[src/rtl/pong_game_ctrl.sv]
// pong_game_ctrl: top-level match sequencer for the Pong design.
// Walks IDLE -> SERVE -> PLAY -> POINT/OVER, keeps both scores, picks the
// serve direction and the winner. It also drives the paddle/ball resets and
// the ball enable. Time is counted in frames (frame_tick).
//
// Ports:
//   clock, reset              system clock, synchronous active-high reset
//   frame_tick                one-cycle pulse per video frame
//   start_btn                 start/restart button level (rising edge used)
//   miss_left, miss_right     one-cycle miss pulses from the ball block
//   paddle_rst_n, ball_rst_n  active-low resets to paddle and ball blocks
//   ball_enable               1 = ball may move
//   serve_dir                 0 = serve left, 1 = serve right
//   score_l, score_r          player scores
//   winner                    00 none, 01 left, 10 right
//   state                     IDLE=0 SERVE=1 PLAY=2 POINT=3 OVER=4
module pong_game_ctrl #(
    parameter int unsigned WIN_SCORE    = 7,
    parameter int unsigned SERVE_FRAMES = 60,
    parameter int unsigned POINT_FRAMES = 30
) (
    input  logic       clock,
    input  logic       reset,
    input  logic       frame_tick,
    input  logic       start_btn,
    input  logic       miss_left,
    input  logic       miss_right,
    output logic       paddle_rst_n,
    output logic       ball_rst_n,
    output logic       ball_enable,
    output logic       serve_dir,
    output logic [3:0] score_l,
    output logic [3:0] score_r,
    output logic [1:0] winner,
    output logic [2:0] state
);

    localparam logic [2:0] S_IDLE  = 3'd0;
    localparam logic [2:0] S_SERVE = 3'd1;
    localparam logic [2:0] S_PLAY  = 3'd2;
    localparam logic [2:0] S_POINT = 3'd3;
    localparam logic [2:0] S_OVER  = 3'd4;

    localparam logic [3:0] WIN_VAL   = 4'(WIN_SCORE);
    localparam logic [7:0] SERVE_CNT = 8'(SERVE_FRAMES);
    localparam logic [7:0] POINT_CNT = 8'(POINT_FRAMES);

    logic [2:0] state_q, state_d;
    logic [7:0] cnt_q, cnt_d;
    logic       start_q;
    logic [3:0] score_l_q, score_l_d, score_r_q, score_r_d;
    logic [1:0] winner_q, winner_d;
    logic       dir_q, dir_d;
    logic       paddle_q, ball_rst_q, enable_q;

    logic       start_edge;
    logic [3:0] inc_l, inc_r;

    assign start_edge = start_btn & ~start_q;
    assign inc_l      = score_l_q + 4'd1;
    assign inc_r      = score_r_q + 4'd1;

    always_comb begin
        state_d   = state_q;
        cnt_d     = cnt_q;
        score_l_d = score_l_q;
        score_r_d = score_r_q;
        winner_d  = winner_q;
        dir_d     = dir_q;
        case (state_q)
            S_IDLE, S_OVER: begin
                if (start_edge) begin
                    state_d   = S_SERVE;
                    cnt_d     = SERVE_CNT;
                    score_l_d = 4'd0;
                    score_r_d = 4'd0;
                    winner_d  = 2'b00;
                end
            end
            S_SERVE: begin
                if (frame_tick) begin
                    if (cnt_q == 8'd1) begin
                        state_d = S_PLAY;
                        cnt_d   = 8'd0;
                    end else begin
                        cnt_d = cnt_q - 8'd1;
                    end
                end
            end
            S_PLAY: begin
                // A miss wins over a coincident frame_tick, which is simply dropped.
                if (miss_left && miss_right) begin
                    state_d = S_POINT;
                    cnt_d   = POINT_CNT;
                end else if (miss_left) begin
                    score_r_d = inc_r;
                    dir_d     = 1'b0;
                    if (inc_r == WIN_VAL) begin
                        state_d  = S_OVER;
                        winner_d = 2'b10;
                    end else begin
                        state_d = S_POINT;
                        cnt_d   = POINT_CNT;
                    end
                end else if (miss_right) begin
                    score_l_d = inc_l;
                    dir_d     = 1'b1;
                    if (inc_l == WIN_VAL) begin
                        state_d  = S_OVER;
                        winner_d = 2'b01;
                    end else begin
                        state_d = S_POINT;
                        cnt_d   = POINT_CNT;
                    end
                end
            end
            S_POINT: begin
                if (frame_tick) begin
                    if (cnt_q == 8'd1) begin
                        state_d = S_SERVE;
                        cnt_d   = SERVE_CNT;
                    end else begin
                        cnt_d = cnt_q - 8'd1;
                    end
                end
            end
            default: begin
                state_d = S_IDLE;
                cnt_d   = 8'd0;
            end
        endcase
    end

    // Button history is sampled even during reset so a button held across
    // reset does not look like a fresh press afterwards.
    always_ff @(posedge clock) begin
        start_q <= start_btn;
    end

    always_ff @(posedge clock) begin
        if (reset) begin
            state_q    <= S_IDLE;
            cnt_q      <= 8'd0;
            score_l_q  <= 4'd0;
            score_r_q  <= 4'd0;
            winner_q   <= 2'b00;
            dir_q      <= 1'b1;
            paddle_q   <= 1'b0;
            ball_rst_q <= 1'b0;
            enable_q   <= 1'b0;
        end else begin
            state_q    <= state_d;
            cnt_q      <= cnt_d;
            score_l_q  <= score_l_d;
            score_r_q  <= score_r_d;
            winner_q   <= winner_d;
            dir_q      <= dir_d;
            // Block controls are decoded from the next state so they change
            // on the same edge as state.
            paddle_q   <= (state_d != S_IDLE);
            ball_rst_q <= (state_d == S_PLAY);
            enable_q   <= (state_d == S_PLAY);
        end
    end

    assign state        = state_q;
    assign score_l      = score_l_q;
    assign score_r      = score_r_q;
    assign winner       = winner_q;
    assign serve_dir    = dir_q;
    assign paddle_rst_n = paddle_q;
    assign ball_rst_n   = ball_rst_q;
    assign ball_enable  = enable_q;

endmodule

[config.mk]
export PLATFORM = sky130hd
export DESIGN_NAME = pong_game_ctrl
export DESIGN_NICKNAME = d
export VERILOG_FILES = /design/src/rtl/pong_game_ctrl.sv
export SDC_FILE = /design/constraint.sdc
export NUM_CORES = 1
export LEC_CHECK = 0
export ABC_AREA = 1
export BUFFER_PORTS_ARGS = -buffer_cell sky130_fd_sc_hd__buf_2
export CORE_AREA = 2 2 74 48
export DETAILED_ROUTE_END_ITERATION = 10
export DIE_AREA = 0 0 76 50
export PLACE_DENSITY = 0.8
export SYNTH_ARGS = -nofsm -noshare
export SYNTH_HDL_FRONTEND = slang
export SYNTH_SLANG_ARGS = --single-unit
[constraint.sdc]
create_clock -name clock -period 1.85 [get_ports clock]
set_input_delay 0.185 -clock clock [delete_from_list [all_inputs] [get_ports clock]]
set_output_delay 0.185 -clock clock [all_outputs]
set_load 0.1 [all_outputs]
==> results, run 1 <==
- TritonCTS built the clock tree.
- The core region is 0.003103 mm².
- The number of nets in the layout is 303.
- The first-pass GRT wire length is 6.541 mm.
- Clock-pin slew was measured on the worst setup and hold paths at 100 ps.
- In this run, the number of DRC markers left after iteration 0 of detailed routing was 169.
- The internal cell power is 839.7 µW.
- For this run the aggregate overflow at the end of global routing stands at 0.
- The worst flop-to-flop path endpoint is cnt_q[7]$_SDFFE_PP0P_.
- The register-to-register path setup slack is 140 ps.
- Setup violations remaining at the end of the flow were counted as 0.
- The number of filler instances in the final layout is 303.
- In this run the critical register-to-register path is launched from state[0]$_SDFF_PP0_.
- The length in cells of the worst reg-to-reg path is 8.
- The number of design rule violations left after detail routing is 0.
- The number of top-level pins is 23.
- The cell type of the slowest stage on the worst timing path is sky130_fd_sc_hd__dfxtp_2.
- The number of detailed-route iterations in the first pass is 6.
- For the pin with the worst max-slew slack, the measured transition is 513.6 ps.
- No sink is reached through more buffers than the 2 on the longest clock path.
- Summed over all cells, the static leakage comes to 0.0009172 µW.
- The final total negative setup slack is 0 ps.
- The count of cells in the finished layout, fillers not included, comes to 332.
- The biggest area contributor in the post-synthesis netlist is sky130_fd_sc_hd__dfxtp_1.
- Setup repair after global routing left no endpoint under its margin.
- In this run the power spent charging and discharging nets is 526.9 µW.
- The peak fanout along the critical path is 10.
- The run finished with clean final reports.
- The required time of the critical path is 2050 ps.
- The remaining antenna violation count is 0.
- The fraction of final layout cells with drive strength greater than 1 is 0.1916.
- The largest single stage delay on the critical path is 460 ps.
- The share of total power dissipated in sequential elements is 0.447.
- The maximum clock rate is 583.7 MHz.
- The number of max-cap violations is 0.
- The combinational cell fraction of total power is 0.305.
- The overall fraction of global-route tracks in use is 0.2153.
- The type of the worst setup path is reg2reg.
- The count of final hold-check violations is 0.
- 0 antenna diodes ended up in the layout.
- The most common flop cell mapped by yosys is sky130_fd_sc_hd__dfxtp_1.
- The number of post-CTS setup repair buffers is 0.
- The level count of the clock H-tree is 1.
- The vertical die dimension is 50 µm.
- The max-slew violation count is 0.
- By area the synthesized netlist is led by sky130_fd_sc_hd__dfxtp_1 30%, sky130_fd_sc_hd__nand2_1 18%, sky130_fd_sc_hd__inv_1 7.9%.
- The part of the power in the clock network is 0.248.
- The worst setup skew after layout is 9.805 ps.
- The site row count is 16.
- The clock root buffer is sky130_fd_sc_hd__clkbuf_8.
- The shortest clock period the worst path allows after layout is 1713 ps.
- Entering global routing, the biggest net connects 16 pins.
- The total CTS buffers is 3.
- Counting every sink on the clock net gives 25.
- The share of flip-flops with an asynchronous set or reset is 0.
- STA classifies the critical path startpoint as a flop.
- Dividing the final minimum period by the clock period gives 0.9260.
- The worst-case vdd ir drop is 0.6275 mV.
- For this run, the share of the core covered by cells in the final layout is 0.6020.
- STA puts the critical path data arrival time at 1920 ps.
- The number of enable flip-flop cells after synthesis is 0.
- The normalized max-slew margin is 0.6549.
- At the placement stage, the worst setup path has a slack of 273.7 ps.
- The average vias per placed instance is 5.060.
- The launch point of the worst path is state[0]$_SDFF_PP0_.
- The routability congestion estimate is 0.8714.
- Hold timing on the final database bottoms out at a slack of 17.20 ps.
- Dividing total power by cell area gives a power density of 731.6 mW/mm².
- The count of distinct cell types in the synthesized netlist is 25.
- The number of warnings issued by yosys is 0.
- Summed over all nets, the half-perimeter wirelength after detailed placement is 2.971 mm.
- The switching part of the total power is 0.3855.
- The starting utilization of the core area is 0.5335.
- The library cell used most frequently in the layout, excluding fill and tap cells, is sky130_fd_sc_hd__nand2_1.
- From synthesis to final layout, the design area changed by 12.85%.
- The sum of routed wire length over all layers is 3.871 mm.
- The post-synthesis cell area is 0.001655 mm².
- The cell family contributing the most delay on the critical path is simple AND/OR/NAND/NOR gates.
- The cell count after synthesis is 263.
- The sum of buffers and inverters on the critical path is 1.
- The area enclosed by the die boundary is 0.003800 mm².
- The sequential-to-total area share from yosys stat is 0.3023.
- The width of the chip is 76 µm.
- Synthesis produced a netlist with a net count of 278.
- Leaving out fill and tap cells, the most frequent cells in the layout are 79 x sky130_fd_sc_hd__nand2_1, 35 x sky130_fd_sc_hd__inv_1, 30 x sky130_fd_sc_hd__nor2_1, 22 x sky130_fd_sc_hd__buf_2, 21 x sky130_fd_sc_hd__a21oi_1.
- The number of port buffers is 22.
- The final critical-path setup slack is 136.8 ps.
- In this run the worst setup path terminates at cnt_q[7]$_SDFFE_PP0P_.
- Walking the worst path, the cells encountered are nor2_2, o21ai_0, o21ai_0, nor2_2, nand2_4, inv_2, nand2_1, a21oi_1.
- The mean instance size in the synthesized netlist is 6.294 µm².
- The cell count along the critical path is 8.
- The share of synthesized area in the top cell type comes to 0.3023.
- The number of global-route vias before repair is 1427.
- The routed layout has 1680 vias.
- The number of antenna violations at the first check in global routing is 0.
- Hold repair after CTS inserted 0 buffers.
- The total instance count after detailed placement is 328.
- The final routed wire length divided by cell count is 11.66 µm.
- The clock reaches the later pin of the worst-skew pair after 280 ps.
- The worst hold path belongs to the class in2reg.
- STA classifies the critical path endpoint as a flop.
- Counting flops and latches in the post-synthesis netlist gives 25.
- The number of cells upsized or downsized after cts is 0.
==> per-stage QoR <==
stage | area [µm²] | power (µW)
6_report | 1868 | 1367
5_1_grt | 1868 | 1447
4_1_cts | 1868 | 1367
3_5_place_dp | 1819 | 1029
3_3_place_gp | 1819 | 1028
2_1_floorplan | 1668 | 954.0
==> layout make-up <==
| class | count | area, µm² | area share |
|---|---|---|---|
| clock buffer | 3 | 41.29 | 0.02210 |
| timing repair buffer | 23 | 117.6 | 0.06296 |
| sequential | 25 | 513.0 | 0.2746 |
| clock inverter | 1 | 7.507 | 0.004019 |
| multi-input combinational | 196 | 985.9 | 0.5278 |
| tap | 45 | 56.30 | 0.03014 |
| inverter | 39 | 146.4 | 0.07837 |
==> kinds of logic after synthesis <==
group           count (synthesis)  synth area share
buf+inv                        42            0.1020
fa+ha+maj                       9           0.06803
xor+xnor                        4           0.02116
flops                          25            0.3023
compound gates                 35            0.1104
simple gates                  148            0.3961
==> power by group through the flow <==
stage / registers (µW) / logic, µW / clock network (µW)
global placement: 623 / 405 / 0
CTS: 610 / 411 / 345
global route: 618 / 464 / 366
detailed placement: 623 / 406 / 0
finish: 611 / 417 / 339
floorplan: 717 / 237 / 0
==> worst min-delay path by stage <==
| stage | from | end | cells past startpoint |
|---|---|---|---|
| 2_1_floorplan | start_btn | start_q$_DFF_P_ | 0 |
| 3_3_place_gp | start_btn | start_q$_DFF_P_ | 1 |
| 3_5_place_dp | start_btn | start_q$_DFF_P_ | 1 |
| 4_1_cts | start_btn | start_q$_DFF_P_ | 1 |
| 5_1_grt | start_btn | start_q$_DFF_P_ | 1 |
| 6_report | start_btn | start_q$_DFF_P_ | 1 |
==> cell usage after synthesis, types with 2 or more instances <==
master	number
sky130_fd_sc_hd__nand2_1	79
sky130_fd_sc_hd__inv_1	35
sky130_fd_sc_hd__nor2_1	30
sky130_fd_sc_hd__dfxtp_1	25
sky130_fd_sc_hd__a21oi_1	21
sky130_fd_sc_hd__nand3_1	20
sky130_fd_sc_hd__o21ai_0	11
sky130_fd_sc_hd__ha_1	9
sky130_fd_sc_hd__nand2_2	4
sky130_fd_sc_hd__nor2_2	4
sky130_fd_sc_hd__xor2_1	4
sky130_fd_sc_hd__inv_2	3
sky130_fd_sc_hd__nand4_1	3
sky130_fd_sc_hd__a211oi_1	2
sky130_fd_sc_hd__nor2_4	2
sky130_fd_sc_hd__or2_2	2
==> per-layer routing <==
metal  track usage  part of all wire  vias up
li1              -                 -      872
met1        0.3146              0.50      725
met2        0.3185              0.40       79
met3       0.05311             0.082        4
met4       0.05152            0.0096        0
met5             0                 0        -
==> state kept, by name (all words and copies together), names as in the netlist <==
signal	flops
start_q	1
cnt_q	8
winner	2
serve_dir	1
score_r	4
paddle_rst_n	1
state	3
score_l	4
ball_enable	1
(Power assumes the default switching activity.)
==> inputs of run 2 (changes only) <==
--- a/config.mk
+++ b/config.mk
@@ -6,7 +6,7 @@
 export NUM_CORES = 1
 export LEC_CHECK = 0
 export ABC_AREA = 1
-export BUFFER_PORTS_ARGS = -buffer_cell sky130_fd_sc_hd__buf_2
+export BUFFER_PORTS_ARGS = -buffer_cell sky130_fd_sc_hd__buf_4
 export CORE_AREA = 2 2 74 48
 export DETAILED_ROUTE_END_ITERATION = 10
 export DIE_AREA = 0 0 76 50
==> run 2 against run 1 <==
Compared with the run above: fmax rose by 5.5%; non-clock buffer count rose by 1; register-to-register slack improved by 90 ps; clock power fell by 1%; count of clock-buffer cells in the layout did not move; die area did not move; critical path type unchanged; largest cell class unchanged; highest routed layer unchanged.
==> results, run 2 (same netlist as run 1, synthesis figures left out) <==
- The area added between synthesis and finish is 16.78%.
- The level count of the clock H-tree is 1 (unchanged).
- By startpoint and endpoint, the worst setup path is classified as reg2reg.
- The clock root buffer is sky130_fd_sc_hd__clkbuf_8.
- In the layout the commonest cells are 79 x sky130_fd_sc_hd__nand2_1, 35 x sky130_fd_sc_hd__inv_1, 30 x sky130_fd_sc_hd__nor2_1, 23 x sky130_fd_sc_hd__buf_4, 21 x sky130_fd_sc_hd__a21oi_1.
- The normalized max-slew margin is 0.6567 (+0.001739).
- The class of the most critical hold timing path is in2reg.
- The remaining antenna violation count is 0 (unchanged).
- The overall fraction of global-route tracks in use came to 0.2057 (-0.009651).
- The fraction of final layout cells with drive strength greater than 1 came to 0.1910 (-0.0006654).
- The required time of the critical path is 2020 ps (-30 ps).
- The worst setup skew after layout is 3.656 ps (-6.149 ps).
- The run finished with clean final reports.
- The number of global-route vias before repair is 1387 (-2.8%).
- The final critical-path setup slack is 226.0 ps (+89.18 ps).
- The routability congestion estimate was 0.9091 (+4.3%).
- The width of the chip is 76 µm (unchanged).
- The largest net degree at the start of global routing is 16 (unchanged).
- The clock network latency to the later pin of the worst-skew pair was 280 ps (about the same).
- Setup repair after global routing left no endpoint under its margin.
- The number of nets in the layout came to 304 (+0.33%).
- The overall overflow remaining after global route came to 0 (unchanged).
- The critical path launch point type is a flop.
- The final HPWL from detailed placement is 2.941 mm (-1.0%).
- The ratio of final minimum period to clock period is 0.8778 (-0.04821).
- The worst-case setup slack after placement is 281.0 ps (+7.259 ps).
- The area inside the core boundary came to 0.003103 mm² (unchanged).
- The total CTS buffers is 3 (unchanged).
- The peak fanout along the critical path is 6 (-4).
- The post-CTS clock slew at the launch and capture registers of the worst setup and hold paths is 90 ps (about the same).
- The clock tree from TritonCTS is built.
- The via count of the routed design is 1666 (-0.83%).
- More flip-flops sit in one register than any other, and that register is cnt_q.
- The most common cell after layout, fill and taps aside is sky130_fd_sc_hd__nand2_1.
- The startpoint identified for the worst hold timing path is reset.
- The power density over the cells is 708.9 mW/mm² (-3.1%).
- The flip-flop count of the largest register, all copies and words added came to 8 (unchanged).
- The first-pass GRT wire length is 6.210 mm (-5.1%).
- The static leakage power came to 0.0009275 µW (+1.1%).
- The count of final hold-check violations was 0 (unchanged).
- The transition at the pin with the smallest max-transition slack is 511.0 ps (-2.587 ps).
- The number of detailed-route iterations in the first pass is 4 (-2).
- The number of design rule violations left after detail routing is 0 (unchanged).
- The startpoint of the most critical register-to-register path is cnt_q[2]$_SDFFE_PP0P_.
- The number of antenna violations at the first check in global routing was 0 (unchanged).
- The register-to-register path setup slack is 230 ps (+90 ps).
- The number of DRC markers after the initial detailed-route iteration came to 150 (-11%).
- The final total negative setup slack was 0 ps (unchanged).
- The maximum clock path buffer count is 2 (unchanged).
- The number of max-cap violations is 0 (unchanged).
- The shortest clock period the worst path allows after layout is 1624 ps (-89.18 ps).
- The sum of routed wire length over all layers is 3.747 mm (-3.2%).
- The worst flop-to-flop path endpoint is paddle_rst_n$_SDFF_PP0_.
- The critical path capture point type is a flop.
- The maximum clock rate is 615.8 MHz (+5.5%).
- The average vias per placed instance is 5.003 (-1.1%).
- The number of clock sinks is 25 (unchanged).
- The number of port buffers is 22 (unchanged).
- The max-slew violation count was 0 (unchanged).
- The length in cells of the worst reg-to-reg path came to 8 (unchanged).
- The number of cells upsized or downsized after cts came to 0 (unchanged).
- The area enclosed by the die boundary came to 0.003800 mm² (unchanged).
- The smallest hold slack came to 178.3 ps (+161.1 ps).
- The worst-case vdd ir drop was 0.3977 mV (-37%).
- The number of antenna repair diodes is 0 (unchanged).
- The worst path arrival time is 1790 ps (-130 ps).
- The number of top-level pins is 23 (unchanged).
- The site row count was 16 (unchanged).
- The number of stages on the worst hold path was 2 (+1).
- The total of endpoints with negative setup slack in the final report is 0 (unchanged).
- The terminating pin of the worst hold path is score_r[2]$_SDFFE_PP0P_.
- The final routed wire length divided by cell count is 11.25 µm (-3.5%).
- The number of filler instances in the final layout is 294 (-3.0%).
- The starting utilization of the core area came to 0.5335 (unchanged).
- The vertical die dimension came to 50 µm (unchanged).
## run 2: changes by cell type in the layout (fill, tap and decap cells not counted)
cell	change
sky130_fd_sc_hd__buf_2	-22
sky130_fd_sc_hd__dlygate4sd3_1	+1
sky130_fd_sc_hd__buf_4	+22
## run 2: worst max-delay path, stage by stage (launching register included)
cell and delay (ps):
sky130_fd_sc_hd__dfxtp_1 350, sky130_fd_sc_hd__nor2_1 240, sky130_fd_sc_hd__nand2_1 140, sky130_fd_sc_hd__nor2_4 160, sky130_fd_sc_hd__nand2_1 130, sky130_fd_sc_hd__o21ai_0 180, sky130_fd_sc_hd__nand3_1 120, sky130_fd_sc_hd__nand2_1 110
sky130_fd_sc_hd__nand3_1 90
## run 2: power by group
group          switching (µW)  total [µW]  internal [µW]
sequential               36.8         612            576
combinational             300         424            124
clock                     181         334            153
## run 2: worst max-delay path by stage
stage                            startpoint                 endpoint  cells past startpoint
floorplan           score_l[3]$_SDFFE_PP0P_    cnt_q[6]$_SDFFE_PP0P_                     10
global placement      cnt_q[1]$_SDFFE_PP0P_  paddle_rst_n$_SDFF_PP0_                      9
detailed placement      state[0]$_SDFF_PP0_    cnt_q[6]$_SDFFE_PP0P_                      8
CTS                     state[0]$_SDFF_PP0_    cnt_q[6]$_SDFFE_PP0P_                      8
global route        score_l[1]$_SDFFE_PP0P_    cnt_q[4]$_SDFFE_PP0P_                     12
finish                cnt_q[2]$_SDFFE_PP0P_  paddle_rst_n$_SDFF_PP0_                      8
## run 2: layer usage
| layer | global-route usage | wire, µm | up-vias | share of wire |
|---|---|---|---|---|
| li1 | - | - | 876 | - |
| met1 | 0.3086 | 1941 | 730 | 0.52 |
| met2 | 0.2932 | 1465 | 56 | 0.39 |
| met3 | 0.04762 | 301 | 4 | 0.080 |
| met4 | 0.05455 | 38 | 0 | 0.010 |
| met5 | 0 | 0 | - | 0 |
## run 2: cell type report
type	instances	area (µm²)	share of cell area
inverter	39	146.4	0.07573
sequential	25	513.0	0.2654
tap	45	56.30	0.02913
clock inverter	1	7.507	0.003884
clock buffer	3	41.29	0.02136
multi-input combinational	196	985.9	0.5100
timing repair buffer	24	182.7	0.09450
## run 2: what timing repair did
| item | in CTS | in global routing |
|---|---|---|
| endpoints found under the setup margin | 0 | 0 |
| buffers inserted | 0 | 0 |
| hold buffers | 0 | 1 |
| hold endpoints to repair | 0 | 1 |
## run 2: per-stage QoR
stage,cell area [µm²],util,cells,power (µW)
global placement,1874,0.6040,328,1039
global route,1933,0.6230,333,1465
finish,1933,0.6230,333,1370
floorplan,1668,-,263,954.0
detailed placement,1874,0.6040,328,1040
CTS,1923,0.6198,332,1379
==> inputs of run 3 (changes only) <==
--- a/config.mk
+++ b/config.mk
@@ -7,9 +7,11 @@
 export LEC_CHECK = 0
 export ABC_AREA = 1
 export BUFFER_PORTS_ARGS = -buffer_cell sky130_fd_sc_hd__buf_4
-export CORE_AREA = 2 2 74 48
+export CELL_PAD_IN_SITES_DETAIL_PLACEMENT = 0
+export CELL_PAD_IN_SITES_GLOBAL_PLACEMENT = 1
+export CORE_AREA = 2 2 69 71
 export DETAILED_ROUTE_END_ITERATION = 10
-export DIE_AREA = 0 0 76 50
+export DIE_AREA = 0 0 71 73
 export PLACE_DENSITY = 0.8
 export SYNTH_ARGS = -nofsm -noshare
 export SYNTH_HDL_FRONTEND = slang
==> run 3 against run 2 <==
Compared with the run above: cell area is 0.45% lower; combinational power hardly changed; fmax is 0.55% higher; critical endpoint unchanged; register-to-register slack hardly changed; largest power group unchanged; worst setup slack better by 8.9 ps; wire length is 3.9% higher; flip-flop and latch count stayed put; critical path depth stayed put; first-iteration DRC count is 45% lower; clock skew is 9.8 ps higher.
==> results, run 3 (same netlist as run 1, synthesis figures left out) <==
- The startpoint of the most critical register-to-register path is cnt_q[2]$_SDFFE_PP0P_.
- The worst-case vdd ir drop is 0.2894 mV (-27%).
- The library cell used most frequently in the layout, excluding fill and tap cells, is sky130_fd_sc_hd__nand2_1.
- The width of the chip is 71 µm (-6.6%).
- The ratio of final minimum period to clock period is 0.8730 (-0.004800).
- The number of post-CTS setup repair buffers was 0 (unchanged).
- The number of detailed-route iterations in the first pass came to 4 (unchanged).
- The routability congestion estimate was 0.8114 (-11%).
- The class of the most critical hold timing path is in2reg.
- The cell area after layout is 0.001924 mm² (-0.45%).
- The starting utilization of the core area came to 0.3650 (-0.1685).
- The final HPWL from detailed placement is 2.980 mm (+1.3%).
- The fraction of final layout cells with drive strength greater than 1 is 0.1888 (-0.002161).
- The number of design rule violations left after detail routing was 0 (unchanged).
- The number of cells upsized or downsized after cts is 0 (unchanged).
- The via count of the routed design is 1631 (-2.1%).
- The number of antenna violations at the first check in global routing was 0 (unchanged).
- The remaining antenna violation count is 0 (unchanged).
- The number of top-level pins is 23 (unchanged).
- The overall overflow remaining after global route is 0 (unchanged).
- The number of max-cap violations is 0 (unchanged).
- The number of port buffers was 22 (unchanged).
- The normalized max-slew margin is 0.6618 (+0.005099).
- The maximum clock rate is 619.1 MHz (+0.55%).
- The level count of the clock H-tree is 1 (unchanged).
- The largest register by flop count is cnt_q.
- The first-pass GRT wire length is 6.630 mm (+6.8%).
- The static leakage power came to 0.0009216 µW (-0.63%).
- The shortest clock period the worst path allows after layout was 1615 ps (-8.880 ps).
- The sum of routed wire length over all layers is 3.893 mm (+3.9%).
- The clock network latency to the later pin of the worst-skew pair is 280 ps (about the same).
- The power density over the cells came to 714.0 mW/mm² (+0.72%).
- The register-to-register path setup slack is 230 ps (about the same).
- The critical path endpoint is paddle_rst_n$_SDFF_PP0_.
- The type of the worst setup path is reg2reg.
- The required time of the critical path was 2020 ps (about the same).
- The worst setup path is launched from a flop.
- The area inside the core boundary came to 0.004536 mm² (+46%).
- The clock root buffer is sky130_fd_sc_hd__clkbuf_8.
- The final routed wire length divided by cell count is 11.45 µm (+1.8%).
- TritonCTS built the clock tree.
- The total of endpoints with negative setup slack in the final report is 0 (unchanged).
- Setup repair after global routing left no endpoint under its margin.
- The run finished with clean final reports.
- The vertical die dimension came to 73 µm (+46%).
- Compared with the post-synthesis result, the final layout area differs by 16.25%.
- The worst setup path is captured at a flop.
- The endpoint identified for the worst register-to-register timing path is paddle_rst_n$_SDFF_PP0_.
- The number of buffers inserted by hold repair at cts is 0 (unchanged).
- The number of filler instances in the final layout is 479 (+63%).
- The overall fraction of global-route tracks in use is 0.1582 (-0.04744).
- The maximum clock path buffer count was 2 (unchanged).
- The average vias per placed instance is 4.797 (-4.1%).
- The worst path arrival time is 1790 ps (about the same).
- The final total negative setup slack came to 0 ps (unchanged).
- The total CTS buffers is 3 (unchanged).
- The number of global-route vias before repair is 1467 (+5.8%).
- The length in cells of the worst reg-to-reg path is 8 (unchanged).
- The number of DRC markers after the initial detailed-route iteration came to 82 (-45%).
- The max-slew violation count is 0 (unchanged).
- The number of clock sinks is 25 (unchanged).
- The critical path starts at cnt_q[2]$_SDFFE_PP0P_.
- The area enclosed by the die boundary is 0.005183 mm² (+36%).
- In the layout the commonest cells are 79 x sky130_fd_sc_hd__nand2_1, 35 x sky130_fd_sc_hd__inv_1, 30 x sky130_fd_sc_hd__nor2_1, 22 x sky130_fd_sc_hd__buf_4, 21 x sky130_fd_sc_hd__a21oi_1.
- The flip-flop count of the largest register, all copies and words added came to 8 (unchanged).
- The count of final hold-check violations is 0 (unchanged).
- The peak fanout along the critical path is 6 (unchanged).
- The worst setup skew after layout is 13.47 ps (+9.814 ps).
- The placed cell area is 0.001878 mm² (+0.20%).
- The post-CTS clock slew at the launch and capture registers of the worst setup and hold paths came to 100 ps (about the same).
- The site row count is 25 (+9).
- The largest net degree at the start of global routing was 15 (-1).
- The number of nets in the layout is 302 (-0.66%).
- The number of antenna repair diodes is 0 (unchanged).
- The transition at the pin with the smallest max-transition slack is 503.4 ps (-7.591 ps).
- The smallest hold slack is 9.866 ps (-168.4 ps).
==> run 3: cell count changes in the layout (fill, tap and decap cells not counted) <==
cell | previous run | this run
sky130_fd_sc_hd__buf_4 | 23 | 22
sky130_fd_sc_hd__dlygate4sd3_1 | 1 | 0
sky130_fd_sc_hd__clkinvlp_4 | 1 | 0
sky130_fd_sc_hd__clkinv_2 | 0 | 1
==> run 3: how the worst min path moves through the flow <==
stage,startpoint,end,cells past startpoint
finish,start_btn,start_q$_DFF_P_,1
global route,start_btn,start_q$_DFF_P_,1
CTS,start_btn,start_q$_DFF_P_,1
detailed placement,start_btn,start_q$_DFF_P_,1
global placement,start_btn,start_q$_DFF_P_,1
floorplan,start_btn,start_q$_DFF_P_,0
==> run 3: power by group <==
| group | total (µW) | switching [µW] | internal, µW |
|---|---|---|---|
| logic | 426 | 304 | 122 |
| registers | 611 | 35.4 | 576 |
| clock network | 337 | 186 | 151 |
==> run 3: final cells by class <==
type	instances	area (µm²)	area share
Multi-Input combinational cell	196	985.9	0.5124
Sequential cell	25	513.0	0.2666
Timing Repair Buffer	22	165.2	0.08583
Inverter	39	146.4	0.07607
Tap cell	54	67.56	0.03511
Clock buffer	3	41.29	0.02146
Clock inverter	1	5.005	0.002601
==> run 3: critical path, stage by stage, from the launching register on <==
cell	delay, ps
sky130_fd_sc_hd__dfxtp_1	360
sky130_fd_sc_hd__nor2_1	230
sky130_fd_sc_hd__nand2_1	130
sky130_fd_sc_hd__nor2_4	170
sky130_fd_sc_hd__nand2_1	120
sky130_fd_sc_hd__o21ai_0	200
sky130_fd_sc_hd__nand3_1	120
sky130_fd_sc_hd__nand2_1	90
sky130_fd_sc_hd__nand3_1	80
==> run 3: metal layers <==
| layer | share of wire | vias to the layer above | track usage |
|---|---|---|---|
| li1 | - | 868 | - |
| met3 | 0.034 | 7 | 0.01934 |
| met5 | 0 | - | 0 |
| met1 | 0.50 | 722 | 0.2180 |
| met2 | 0.45 | 34 | 0.2586 |
| met4 | 0.016 | 0 | 0.05031 |
==> run 3: metrics by stage <==
stage	worst slack (ps)	utilization	total power, µW	std cells
after global placement	215.8	0.4141	1051	336
after global routing	55.94	0.4243	1450	340
after detailed placement	254.6	0.4141	1045	336
after floorplan	4.292	-	954.0	263
after CTS	242.3	0.4243	1379	340
final	234.9	0.4243	1374	340
